$ cat src/rtl/camera_pkg.sv
// Shared types and default widths for the camera pixel assembly path.
package camera_pkg;

  localparam int DEFAULT_HCOUNT_W    = 13;
  localparam int DEFAULT_VCOUNT_W    = 12;
  localparam int DEFAULT_FRAME_CNT_W = 16;

  typedef enum logic [1:0] {
    FRAME_WAIT = 2'd0,
    LINE_IDLE  = 2'd1,
    BYTE_HI    = 2'd2,
    BYTE_LO    = 2'd3
  } state_t;

  typedef struct packed {
    logic [4:0] r;
    logic [5:0] g;
    logic [4:0] b;
  } rgb565_t;

endpackage

$ cat src/rtl/sync_edge_detect.sv
// Registers one sync marker on accepted bytes; rise/fall compare the current byte
// against the previous accepted byte. 1-cycle register, no backpressure.
module sync_edge_detect (
  input  logic clk_in,
  input  logic rst_in,
  input  logic valid_byte_in,
  input  logic sync_in,
  output logic prev,
  output logic rise,
  output logic fall
);

  always_ff @(posedge clk_in) begin
    if (rst_in) begin
      prev <= 1'b0;
    end else if (valid_byte_in) begin
      prev <= sync_in;
    end
  end

  assign rise = valid_byte_in && sync_in && !prev;
  assign fall = valid_byte_in && !sync_in && prev;

endmodule

$ cat src/rtl/camera_pixel_assembler.sv
// Pairs camera bytes into RGB565 pixels with line/frame counters; all outputs one
// cycle after the accepting byte strobe. No backpressure: every valid byte is consumed.
module camera_pixel_assembler
  import camera_pkg::*;
#(
  parameter int HCOUNT_W    = DEFAULT_HCOUNT_W,
  parameter int VCOUNT_W    = DEFAULT_VCOUNT_W,
  parameter int FRAME_CNT_W = DEFAULT_FRAME_CNT_W
) (
  input  logic                   clk_in,
  input  logic                   rst_in,
  input  logic                   valid_byte_in,
  input  logic [7:0]             data_byte_in,
  input  logic                   hsync_in,
  input  logic                   vsync_in,
  output logic                   pixel_valid_out,
  output logic [15:0]            pixel_data_out,
  output logic [HCOUNT_W-1:0]    pixel_x_out,
  output logic [VCOUNT_W-1:0]    pixel_y_out,
  output logic [HCOUNT_W-1:0]    hcount_out,
  output logic [VCOUNT_W-1:0]    vcount_out,
  output logic                   hsync_out,
  output logic                   vsync_out,
  output logic                   valid_byte_out,
  output logic [FRAME_CNT_W-1:0] frame_count_out,
  output logic                   odd_line_err_out
);

  logic hrise, hfall, vrise, vfall;

  sync_edge_detect u_hsync_edge (
    .clk_in        (clk_in),
    .rst_in        (rst_in),
    .valid_byte_in (valid_byte_in),
    .sync_in       (hsync_in),
    .prev          (hsync_out),
    .rise          (hrise),
    .fall          (hfall)
  );

  sync_edge_detect u_vsync_edge (
    .clk_in        (clk_in),
    .rst_in        (rst_in),
    .valid_byte_in (valid_byte_in),
    .sync_in       (vsync_in),
    .prev          (vsync_out),
    .rise          (vrise),
    .fall          (vfall)
  );

  state_t                 state, state_nxt;
  logic [7:0]             hi_byte, hi_byte_nxt;
  logic [HCOUNT_W-1:0]    hcount_nxt;
  logic [VCOUNT_W-1:0]    vcount_nxt;
  logic [FRAME_CNT_W-1:0] frame_nxt;
  logic                   err_nxt;
  logic                   vclr_pend, vclr_nxt;
  logic                   emit;
  rgb565_t                pix;

  logic [HCOUNT_W-1:0] hcount_inc;
  logic [VCOUNT_W-1:0] vcount_inc;

  assign hcount_inc     = (hcount_out == '1) ? hcount_out : hcount_out + HCOUNT_W'(1);
  assign vcount_inc     = (vcount_out == '1) ? vcount_out : vcount_out + VCOUNT_W'(1);
  assign pixel_data_out = pix;

  always_comb begin
    state_nxt   = state;
    hi_byte_nxt = hi_byte;
    hcount_nxt  = hcount_out;
    vcount_nxt  = vcount_out;
    frame_nxt   = frame_count_out;
    err_nxt     = odd_line_err_out;
    vclr_nxt    = vclr_pend;
    emit        = 1'b0;
    if (valid_byte_in) begin
      if (state == FRAME_WAIT) begin
        if (vfall) begin
          state_nxt = LINE_IDLE;
          frame_nxt = frame_count_out + FRAME_CNT_W'(1);
          vclr_nxt  = 1'b1;
        end
      end else begin
        if (hfall) begin
          vcount_nxt = vcount_inc;
          state_nxt  = LINE_IDLE;
        end else if (hsync_in && !vsync_in) begin
          case (state)
            LINE_IDLE: begin
              hi_byte_nxt = data_byte_in;
              state_nxt   = BYTE_LO;
              if (hrise) begin
                hcount_nxt = '0;
                if (vclr_pend) begin
                  vcount_nxt = '0;
                  vclr_nxt   = 1'b0;
                end
              end
            end
            BYTE_LO: begin
              emit       = 1'b1;
              hcount_nxt = hcount_inc;
              state_nxt  = BYTE_HI;
            end
            default: begin
              hi_byte_nxt = data_byte_in;
              state_nxt   = BYTE_LO;
            end
          endcase
        end
        // A line or frame ending while a high byte is held leaves it unpaired.
        if (state == BYTE_LO && (hfall || vrise)) begin
          err_nxt     = 1'b1;
          hi_byte_nxt = '0;
        end
        if (vrise) begin
          state_nxt = FRAME_WAIT;
        end
      end
    end
  end

  always_ff @(posedge clk_in) begin
    if (rst_in) begin
      state            <= FRAME_WAIT;
      hi_byte          <= '0;
      vclr_pend        <= 1'b0;
      hcount_out       <= '0;
      vcount_out       <= '0;
      frame_count_out  <= '0;
      odd_line_err_out <= 1'b0;
      pixel_valid_out  <= 1'b0;
      valid_byte_out   <= 1'b0;
      pix              <= '0;
      pixel_x_out      <= '0;
      pixel_y_out      <= '0;
    end else begin
      state            <= state_nxt;
      hi_byte          <= hi_byte_nxt;
      vclr_pend        <= vclr_nxt;
      hcount_out       <= hcount_nxt;
      vcount_out       <= vcount_nxt;
      frame_count_out  <= frame_nxt;
      odd_line_err_out <= err_nxt;
      pixel_valid_out  <= emit;
      valid_byte_out   <= valid_byte_in;
      if (emit) begin
        pix         <= rgb565_t'({hi_byte, data_byte_in});
        pixel_x_out <= hcount_out;
        pixel_y_out <= vcount_out;
      end
    end
  end

endmodule
$ cat config.mk
export PLATFORM = sky130hd
export DESIGN_NAME = camera_pixel_assembler
export DESIGN_NICKNAME = d
export VERILOG_FILES = /design/src/rtl/camera_pkg.sv /design/src/rtl/sync_edge_detect.sv /design/src/rtl/camera_pixel_assembler.sv
export SDC_FILE = /design/constraint.sdc
export NUM_CORES = 1
export LEC_CHECK = 0
export CAP_MARGIN = 20
export CELL_PAD_IN_SITES_DETAIL_PLACEMENT = 2
export CELL_PAD_IN_SITES_GLOBAL_PLACEMENT = 2
export CORE_UTILIZATION = 29
export CTS_BUF_LIST = sky130_fd_sc_hd__clkbuf_8
export DETAILED_ROUTE_END_ITERATION = 8
export PLACE_DENSITY_LB_ADDON = 0.25
export SYNTH_ARGS = -nofsm -noshare
export SYNTH_HDL_FRONTEND = slang
export SYNTH_SLANG_ARGS = --single-unit
export TNS_END_PERCENT = 100
$ cat constraint.sdc
create_clock -name clk_in -period 2.3 [get_ports clk_in]
set_input_delay 0.23 -clock clk_in [delete_from_list [all_inputs] [get_ports clk_in]]
set_output_delay 0.23 -clock clk_in [all_outputs]
set_load 0.01 [all_outputs]
== Word level (Yosys, flattened, before mapping) ==
Cells that the tools add are included.

* Bits in registers: 98
* Latch bits: 0
* RAM bits: 0
* ROM bits: 0
* Output and inout port bits: 87
* Word-level logic and storage cells: 95
* Memories kept: 0

* $add $sub $neg: 3
* $mul: 0
* Divide/modulo/power cells: 0
* Magnitude comparators: 0
* Eq/ne operators: 11
* Shifts and indexed selects: 0
* Muxes and demuxes: 30
* Bitwise operators: 2
* Reduce and logical (&&, ||, !) cells: 33

{| class="wikitable"
|+ Operator list
! cell !! count
|-
| $mux 12 || 6
|-
| $mux 8 || 4
|-
| $mux 13 || 2
|-
| $pmux 13 s2 || 1
|-
| $reduce_bool 2->1 || 9
|-
| $add 16x1->16 const B || 1
|-
| $reduce_and 7->1 || 2
|-
| $add 13x1->13 const B || 1
|-
| $eq 13x13->1 const B || 1
|-
| $add 12x1->12 const B || 1
|-
| $eq 12x12->1 const B || 1
|-
| $mux 1 || 12
|-
| $logic_and 1x1->1 || 10
|-
| $mux 2 || 5
|-
| $reduce_and 3->1 || 3
|-
| $ne 2x1->1 const B || 4
|-
| $ne 2x2->1 const B || 3
|-
| $reduce_and 6->1 || 1
|-
| $reduce_and 5->1 || 1
|-
| $logic_not 1->1 || 4
|-
| $reduce_bool 4->1 || 1
|-
| $eq 2x1->1 const B || 1
|-
| $eq 2x2->1 const B || 1
|-
| $logic_not 2->1 || 1
|-
| 2 further kinds || 3
|}

== Longest topological paths before layout ==
Gate-level depths: netlist (run 1).

* Word-level depth: 7
* Depth in mapped cells: 7

== Cells and area by module ==
A second synthesis (run 1) with hierarchy kept.

* Cells, all modules: 543
* Area, all modules: 4428.0 um2

{| class="wikitable"
|+ Modules (own cells, without submodules)
! module !! instances !! cells an instance !! area an instance (um2) !! seq. area each (um2)
|-
| camera_pixel_assembler || 1 || 531 || 4322.9 || 1921.8
|-
| sync_edge_detect || 2 || 6 || 52.6 || 20.0
|}

== Worst setup path before layout (run 1) ==
OpenSTA, ideal clock, no wires.

* Path kind: reg-to-reg
* From: register vcount_out[1]
* To: register vcount_out[7]
* Setup time: 0.146 ns
* Data arrival time: 1.700 ns
* Data required time: 2.154 ns
* Setup slack: 0.453 ns
* Cell stages (with the launch flop): 7
* Cells stage by stage: dfxtp_1 > ha_1 > nand3_1 > or4_1 > clkbuf_1 > a41oi_1 > a31oi_1

* Word-level cells in the longest chain between the ends: 3
* Elaborated cells between the ends (all ways): 6
* Classes of those cells: add/sub: 1; eq/ne: 2; mux: 2; reduce/logical: 1

{| class="wikitable"
|+ RTL lines
! element !! RTL line !! RTL
|-
| start: declaration || camera_pixel_assembler.sv:21 || <nowiki>output logic [VCOUNT_W-1:0] vcount_out,</nowiki>
|-
| start signal: assignment || camera_pixel_assembler.sv:143 || <nowiki>vcount_out <= vcount_nxt;</nowiki>
|-
| $add 12x1->12 / $eq 12x12->1 (equally long branches) || camera_pixel_assembler.sv:65 || <nowiki>assign vcount_inc = (vcount_out == '1) ? vcount_out : vcount_out + VCOUNT_W'(1);</nowiki>
|-
| $mux 12 / $ne 2x2->1 (equally long branches) || -- ||
|-
| $mux 12 / $reduce_and 7->1 (equally long branches) || -- ||
|}

Several ways; a longest one is shown, not always the timed one. The select of a mux whose other input is x is not followed.
A chain may end at the register's enable or synchronous reset.

== Worst setup path in the final report (run 1) ==
* From: register state[1]
* To: register pixel_x_out[1]

* Word-level cells in the longest chain between the ends: 6
* Elaborated cells between the ends (all ways): 7
* Classes of those cells: eq/ne: 1; mux: 5; reduce/logical: 1

{| class="wikitable"
|+ RTL lines
! element !! RTL line !! RTL
|-
| start: declaration || camera_pixel_assembler.sv:51 || <nowiki>state_t state, state_nxt;</nowiki>
|-
| start signal: assignment || camera_pixel_assembler.sv:139 || <nowiki>state <= state_nxt;</nowiki>
|-
| $eq 2x2->1 || camera_pixel_assembler.sv:89 || <nowiki>case (state)</nowiki>
|-
| $mux 1 || camera_pixel_assembler.sv:89 ||
|-
| $mux 1 || camera_pixel_assembler.sv:88 || <nowiki>end else if (hsync_in && !vsync_in) begin</nowiki>
|-
| $mux 1 || camera_pixel_assembler.sv:85 || <nowiki>if (hfall) begin</nowiki>
|-
| $mux 1 (*) || camera_pixel_assembler.sv:78 || <nowiki>if (state == FRAME_WAIT) begin</nowiki>
|-
| $mux 1 (*) || camera_pixel_assembler.sv:77 || <nowiki>if (valid_byte_in) begin</nowiki>
|-
| end signal: assignment || camera_pixel_assembler.sv:150 || <nowiki>pixel_x_out <= hcount_out;</nowiki>
|-
| end: declaration || camera_pixel_assembler.sv:18 || <nowiki>output logic [HCOUNT_W-1:0] pixel_x_out,</nowiki>
|}

Every way passes the cells marked *; elsewhere a longest branch is shown, timed or not.

==> results of run 1 <==
[per-stage QoR]
step,util,std cells,cell area (um2),power [mW],setup WS [ps]
final,0.4139,828,5834,3.126,171.3
after global routing,0.4139,828,5834,3.246,12.84
after CTS,0.4139,828,5834,3.161,168.1
after detailed placement,0.3984,812,5615,1.880,-42.82
after global placement,0.3984,812,5615,1.877,82.15
after floorplan,-,529,4260,1.811,453.2
[layout by cell type, fill, tap and decap left out, types with 3 or more instances in the layout]
cell,n
a41oi_1,3
a31oi_1,19
a211oi_1,4
a21o_1,3
nand3_1,24
nand4_1,12
dfxtp_1,98
inv_1,14
o21ai_0,32
clkdlybuf4s50_1,98
nor4_1,4
nor2_1,16
buf_4,35
or3_1,10
o31ai_1,6
and3_1,7
or4_1,9
nor3_1,10
and4_1,4
o311ai_0,4
and3b_1,3
ha_1,3
a21oi_1,65
clkbuf_8,10
nand2_1,111
[per-layer routing]
layer | GRT usage | up-vias | routed length (um) | part of all wire
li1 | - | 2141 | - | -
met1 | 0.2799 | 2205 | 7436 | 0.48
met2 | 0.3513 | 69 | 7435 | 0.48
met3 | 0.04244 | 13 | 424 | 0.027
met4 | 0.06401 | 0 | 175 | 0.011
met5 | 0 | - | 0 | 0
[kinds of logic (layout without fill, tap and decap cells)]
| family | after synthesis | in the layout | synth area share |
|---|---|---|---|
| XOR/XNOR | 4 | 4 | 0.008225 |
| flip-flops | 98 | 98 | 0.4605 |
| AO/OA/AOI/OAI | 150 | 150 | 0.2073 |
| buffers and inverters | 45 | 164 | 0.04523 |
| multiplexers | 2 | 2 | 0.004699 |
| adder cells (fa/ha/maj) | 3 | 3 | 0.008812 |
| AND/OR/NAND/NOR | 227 | 227 | 0.2652 |
[Yosys cell counts (all sizes together) (3+ instances only)]
cell    instances
a41oi           3
o311ai          5
buf            12
clkbuf         20
nor2           17
nand4          12
a211oi          4
nand3          24
o21ai          32
a21o            3
nand2         111
o31ai           6
inv            13
dfxtp          98
and3b           3
or4             9
a31oi          19
and3            7
a21oi          65
nor4            5
ha              3
nor3           11
or3            10
and4            4
[critical path, stage by stage (launching register included)]
cell and delay [ps]:
dfxtp_1 720, inv_1 280, nor3_2 300, buf_12 200
buf_4 260, nand2_1 140, a21oi_1 150
[path summary, 6_finish.rpt]
| path | slack (ps) | to | cells after the start | startpoint |
|---|---|---|---|---|
| setup / recovery | 170 | pixel_x_out[1]$_SDFFE_PP0P_ | 6 | state[1]$_SDFFE_PP0P_ |
| hold / removal | 280 | odd_line_err_out$_SDFFE_PP0P_ | 2 | rst_in |
| setup reg to reg | 170 | pixel_x_out[1]$_SDFFE_PP0P_ | 6 | state[1]$_SDFFE_PP0P_ |
| hold reg to reg | 460 | pixel_x_out[8]$_SDFFE_PP0P_ | 2 | pixel_x_out[8]$_SDFFE_PP0P_ |
[sequential cells by signal (all words and copies together) (netlist names)]
register / count
pixel_valid_out: 1
hi_byte: 8
u_hsync_edge.prev: 1
valid_byte_out: 1
odd_line_err_out: 1
u_vsync_edge.prev: 1
frame_count_out: 16
state: 2
pixel_data_out: 16
vcount_out: 12
hcount_out: 13
pixel_x_out: 13
vclr_pend: 1
pixel_y_out: 12
[area by class of cell]
class,count,area (um2)
fill,1595,8262
multi-input combinational,386,2111
sequential,98,1962
timing repair buffer,135,1269
tap,180,225.2
clock buffer,10,137.6
clock inverter,6,81.33
inverter,13,48.80
[power groups by stage]
| stage | Clock [mW] | Sequential [mW] | Combinational [mW] |
|---|---|---|---|
| floorplan | 0 | 1.75 | 0.0634 |
| global placement | 0 | 1.75 | 0.127 |
| detailed placement | 0 | 1.75 | 0.130 |
| CTS | 1.32 | 1.71 | 0.131 |
| global route | 1.39 | 1.71 | 0.141 |
| finish | 1.28 | 1.71 | 0.132 |
==> impl_metrics.env, run 1 <==
export IMPL_status="finished clean"
export IMPL_clk_path_buf_depth=2
export IMPL_synth_edf_count=0
export IMPL_die_area_um2=15180
export IMPL_switching_share=0.2358
export IMPL_fmax_mhz=469.8
export IMPL_ioPinCount=100
export IMPL_synth_distinct_cells=54
export IMPL_slew_viol_final=0
export IMPL_num_rows=43
export IMPL_cp_end_kind="flop"
export IMPL_p_int_mw=2.389
export IMPL_antenna_found_initial=0
export IMPL_power_density_nw_per_um2=535.8
export IMPL_synthFlopType="dfxtp_1"
export IMPL_area_growth_pct=36.95
export IMPL_grt_pass1_vias=4634
export IMPL_p_switching_uw=737.2
export IMPL_drt_vias_per_instance=5.348
export IMPL_io_buffers=99
export IMPL_min_period_ps=2129
export IMPL_insertion_delay_ps=380
export IMPL_final_hold_viol_count=0
export IMPL_pwr_share_comb=0.042
export IMPL_clkPwrFrac=0.410
export IMPL_yosysTopAreaCell="dfxtp_1"
export IMPL_drt_iter0_markers=286
export IMPL_cts_sinks=98
export IMPL_finalSetupTns_ps=0
export IMPL_worst_pin_slew_ps=811.3
export IMPL_leakagePower_nw=1.866
export IMPL_yosys_warnings=0
export IMPL_dr_pass1_iters=4
export IMPL_cp_max_fo=19
export IMPL_grt_overflow=0
export IMPL_vias=4428
export IMPL_async_flop_share=0
export IMPL_die_h_um=123.2
export IMPL_seq_power_share=0.547
export IMPL_netlist_area_um2=4260
export IMPL_dp_hpwl_mm=10.94
export IMPL_hold_class="in2reg"
export IMPL_hold_buffers=0
export IMPL_critPathRequiredTime_ps=2610
export IMPL_syn_area_per_cell_um2=8.054
export IMPL_initial_core_util=0.3022
export IMPL_max_slew_margin_rel=0.4583
export IMPL_period_share=0.9255
export IMPL_arrival_ps=2440
export IMPL_gp_congestion=0.7943
export IMPL_grt_pass1_wl_mm=24.76
export IMPL_synthTopCellsByArea="dfxtp_1, nand2_1, a21oi_1, o21ai_0, nand3_1"
export IMPL_cts_tree="yes"
export IMPL_syn_inst=529
export IMPL_peakVddDrop_mv=0.2599
export IMPL_hold_ws_ps=279.9
export IMPL_ant_nets=0
export IMPL_synth_top_area_frac=0.4605
export IMPL_cts_made_buffers=9
export IMPL_wl_per_cell_um=18.68
export IMPL_nNetsFinal=659
export IMPL_diodes=0
export IMPL_max_cap_viol_count=0
export IMPL_postCtsSetupRepairBufs=0
export IMPL_critPathKind="reg2reg"
export IMPL_drive_above_1_share=0.08951
export IMPL_grt_start_max_net_pins=41
export IMPL_htreeDepth=3
export IMPL_synth_seq_cells=98
export IMPL_root_buffer="clkbuf_8"
export IMPL_core_area_um2=14100
export IMPL_cp_start_kind="flop"
export IMPL_cts_resized=0
export IMPL_grt_util_all_layers=0.2132
export IMPL_die_width_um=123.2
export IMPL_routed_wl_mm=15.47
export IMPL_rsz0062_at_grt="false"
export IMPL_yosysSeqAreaShare=0.4605
export IMPL_drc=0
export IMPL_fin_worst_skew_ps=7.296
export IMPL_syn_num_nets=545
export IMPL_clk_pin_slew_worst_paths_ps=100
export IMPL_setup_viol=0
Note: power is estimated with default switching activity, not from simulation.
==> run 2, diff against run 1 <==
--- a/config.mk
+++ b/config.mk
@@ -8,9 +8,10 @@
 export CAP_MARGIN = 20
 export CELL_PAD_IN_SITES_DETAIL_PLACEMENT = 2
 export CELL_PAD_IN_SITES_GLOBAL_PLACEMENT = 2
-export CORE_UTILIZATION = 29
+export CORE_UTILIZATION = 40
 export CTS_BUF_LIST = sky130_fd_sc_hd__clkbuf_8
 export DETAILED_ROUTE_END_ITERATION = 8
+export DONT_BUFFER_PORTS = 1
 export PLACE_DENSITY_LB_ADDON = 0.25
 export SYNTH_ARGS = -nofsm -noshare
 export SYNTH_HDL_FRONTEND = slang
==> constraint.sdc (replaced) <==
create_clock -name clk_in -period 2.5 [get_ports clk_in]
set_input_delay 0.25 -clock clk_in [delete_from_list [all_inputs] [get_ports clk_in]]
set_output_delay 0.25 -clock clk_in [all_outputs]
set_load 0.01 [all_outputs]
==> impl_metrics.env, run 2 (synthesis gave the netlist of run 1 again) <==
export IMPL_power_mw=2.725
export IMPL_postCtsSetupRepairBufs=0
export IMPL_final_cell_mix="nand2_1, dfxtp_1, a21oi_1"
export IMPL_final_hold_viol_count=0
export IMPL_min_period_ps=2147
export IMPL_seq_power_share=0.578
export IMPL_p_switching_uw=661.9
export IMPL_cp_slowest_stage_delay_ps=560
export IMPL_grt_overflow=0
export IMPL_setup_ws_ps=352.9
export IMPL_hold_buffers=10
export IMPL_cts_made_buffers=9
export IMPL_min_path_cells=2
export IMPL_clkPwrFrac=0.388
export IMPL_pwr_share_comb=0.034
export IMPL_worst_pin_slew_ps=839.0
export IMPL_grt_pass1_vias=4406
export IMPL_drt_vias_per_instance=6.001
export IMPL_hold_path_end="pixel_data_out[7]$_SDFFE_PP0P_"
export IMPL_reg2reg_to="vcount_out[11]$_SDFFE_PP0P_"
export IMPL_p_int_mw=2.063
export IMPL_cp_cell_sequence="nand3_1 > nor4_1 > o311ai_2 > o221ai_1"
export IMPL_arrival_ps=2440
export IMPL_insertion_delay_ps=380
export IMPL_diodes=0
export IMPL_area_growth_pct=11.48
export IMPL_gp_congestion=0.7770
export IMPL_htreeDepth=3
export IMPL_io_buffers=0
export IMPL_setup_viol=0
export IMPL_die_area_um2=11070
export IMPL_routed_wl_mm=14.39
export IMPL_initial_core_util=0.4127
export IMPL_root_buffer="clkbuf_8"
export IMPL_rsz0062_at_grt="false"
export IMPL_grt_util_all_layers=0.2711
export IMPL_crit_family="simple AND/OR/NAND/NOR gates"
export IMPL_critPathKind="reg2reg"
export IMPL_period_share=0.8588
export IMPL_wl_per_cell_um=21.22
export IMPL_clk_pin_slew_worst_paths_ps=100
export IMPL_peakVddDrop_mv=0.2664
export IMPL_ant_nets=0
export IMPL_grt_start_max_net_pins=78
export IMPL_dpl_worst_slack_ps=452.5
export IMPL_rrSetupSlack_ps=350
export IMPL_dp_cells=651
export IMPL_die_width_um=105.2
export IMPL_hold_class="in2reg"
export IMPL_clk_path_buf_depth=2
export IMPL_grt_pass1_wl_mm=23.66
export IMPL_antenna_found_initial=0
export IMPL_drt_iter0_markers=194
export IMPL_power_density_nw_per_um2=573.8
export IMPL_min_delay_start="data_byte_in[7]"
export IMPL_drc=0
export IMPL_vias=4069
export IMPL_slew_viol_final=0
export IMPL_rr_startpoint="vcount_out[2]$_SDFFE_PP0P_"
export IMPL_status="finished clean"
export IMPL_fin_worst_skew_ps=9.839
export IMPL_critPathRequiredTime_ps=2790
export IMPL_ioPinCount=100
export IMPL_max_slew_margin_rel=0.4397
export IMPL_max_cap_viol_count=0
export IMPL_r2r_cells=4
export IMPL_fmax_mhz=465.8
export IMPL_num_rows=37
export IMPL_cts_tree="yes"
export IMPL_nNetsFinal=553
export IMPL_leakagePower_nw=1.479
export IMPL_critPathSlowestCell="dfxtp_1"
export IMPL_cp_max_fo=10
export IMPL_cts_sinks=98
export IMPL_die_h_um=105.2
export IMPL_core_area_um2=10320
export IMPL_finalSetupTns_ps=0
export IMPL_dr_pass1_iters=4
export IMPL_switching_share=0.2429
export IMPL_cp_start_kind="flop"
export IMPL_dp_hpwl_mm=9.790
export IMPL_crit_buf_inv=0
export IMPL_drive_above_1_share=0.07196
export IMPL_hold_ws_ps=25.75
export IMPL_layout_commonest_cell="nand2_1"
export IMPL_cp_end_kind="flop"
export IMPL_instances_no_fill=678
export IMPL_cts_resized=0
run 2: cell count changes in the layout (fill, tap and decap cells not counted), moves of 2 or more:
| cell | previous run | this run |
|---|---|---|
| buf_4 | 35 | 18 |
| clkdlybuf4s50_1 | 98 | 0 |
| clkinv_2 | 2 | 0 |
| clkinv_4 | 0 | 2 |
| dlygate4sd3_1 | 0 | 10 |
run 2: how the worst max path moves through the flow:
stage / from / slack, ps / end / cells past startpoint
6_report: vcount_out[2]$_SDFFE_PP0P_ / 350 / vcount_out[11]$_SDFFE_PP0P_ / 4
5_1_grt: vcount_out[0]$_SDFFE_PP0P_ / 130 / vcount_out[11]$_SDFFE_PP0P_ / 5
4_1_cts: vcount_out[2]$_SDFFE_PP0P_ / 410 / vcount_out[11]$_SDFFE_PP0P_ / 4
3_5_place_dp: state[0]$_SDFFE_PP0P_ / 450 / frame_count_out[12]$_SDFFE_PP0P_ / 4
3_3_place_gp: state[0]$_SDFFE_PP0P_ / 520 / frame_count_out[15]$_SDFFE_PP0P_ / 4
2_1_floorplan: vcount_out[1]$_SDFFE_PP0P_ / 650 / vcount_out[7]$_SDFFE_PP0P_ / 6
run 2: worst register-to-register path: stages (launching register included):
cell,delay [ps]
dfxtp_1,560
nand3_1,300
nor4_1,530
o311ai_2,370
o221ai_1,300
run 2: layout make-up:
type	instances	area (um2)
fillers	1192	5574
flip-flops and latches	98	1962
well taps	136	170.2
inverters	13	48.80
multi-input cells	386	2111
repair buffers	29	262.8
clock buffers	9	123.9
clock inverters	7	71.32
run 2: power by group through the flow:
stage | clock [mW] | combinational (mW) | sequential, mW
2_1_floorplan | 0 | 0.0584 | 1.61
6_report | 1.06 | 0.0920 | 1.57
3_3_place_gp | 0 | 0.0488 | 1.61
3_5_place_dp | 0 | 0.0515 | 1.61
5_1_grt | 1.16 | 0.0993 | 1.58
4_1_cts | 1.08 | 0.0913 | 1.58
run 2: layer usage:
| metal | part of all wire | track usage | vias to the layer above |
|---|---|---|---|
| met2 | 0.47 | 0.4417 | 90 |
| met3 | 0.050 | 0.06675 | 19 |
| met5 | 0 | 0 | - |
| met4 | 0.015 | 0.08249 | 0 |
| li1 | - | - | 1930 |
| met1 | 0.46 | 0.3522 | 2030 |
run 2: through the flow:
| step | utilization | cell area, um2 |
|---|---|---|
| 6_report | 0.4601 | 4750 |
| 4_1_cts | 0.4591 | 4740 |
| 2_1_floorplan | - | 4260 |
| 3_5_place_dp | 0.4288 | 4427 |
| 3_3_place_gp | 0.4288 | 4427 |
| 5_1_grt | 0.4601 | 4750 |
==> run 3, diff against run 2 <==
--- a/config.mk
+++ b/config.mk
@@ -13,6 +13,7 @@
 export DETAILED_ROUTE_END_ITERATION = 8
 export DONT_BUFFER_PORTS = 1
 export PLACE_DENSITY_LB_ADDON = 0.25
+export SETUP_SLACK_MARGIN = 0.1
 export SYNTH_ARGS = -nofsm -noshare
 export SYNTH_HDL_FRONTEND = slang
 export SYNTH_SLANG_ARGS = --single-unit
==> results of run 3 <==
The final DEF is identical to that of run 2; final timing and power are the same.
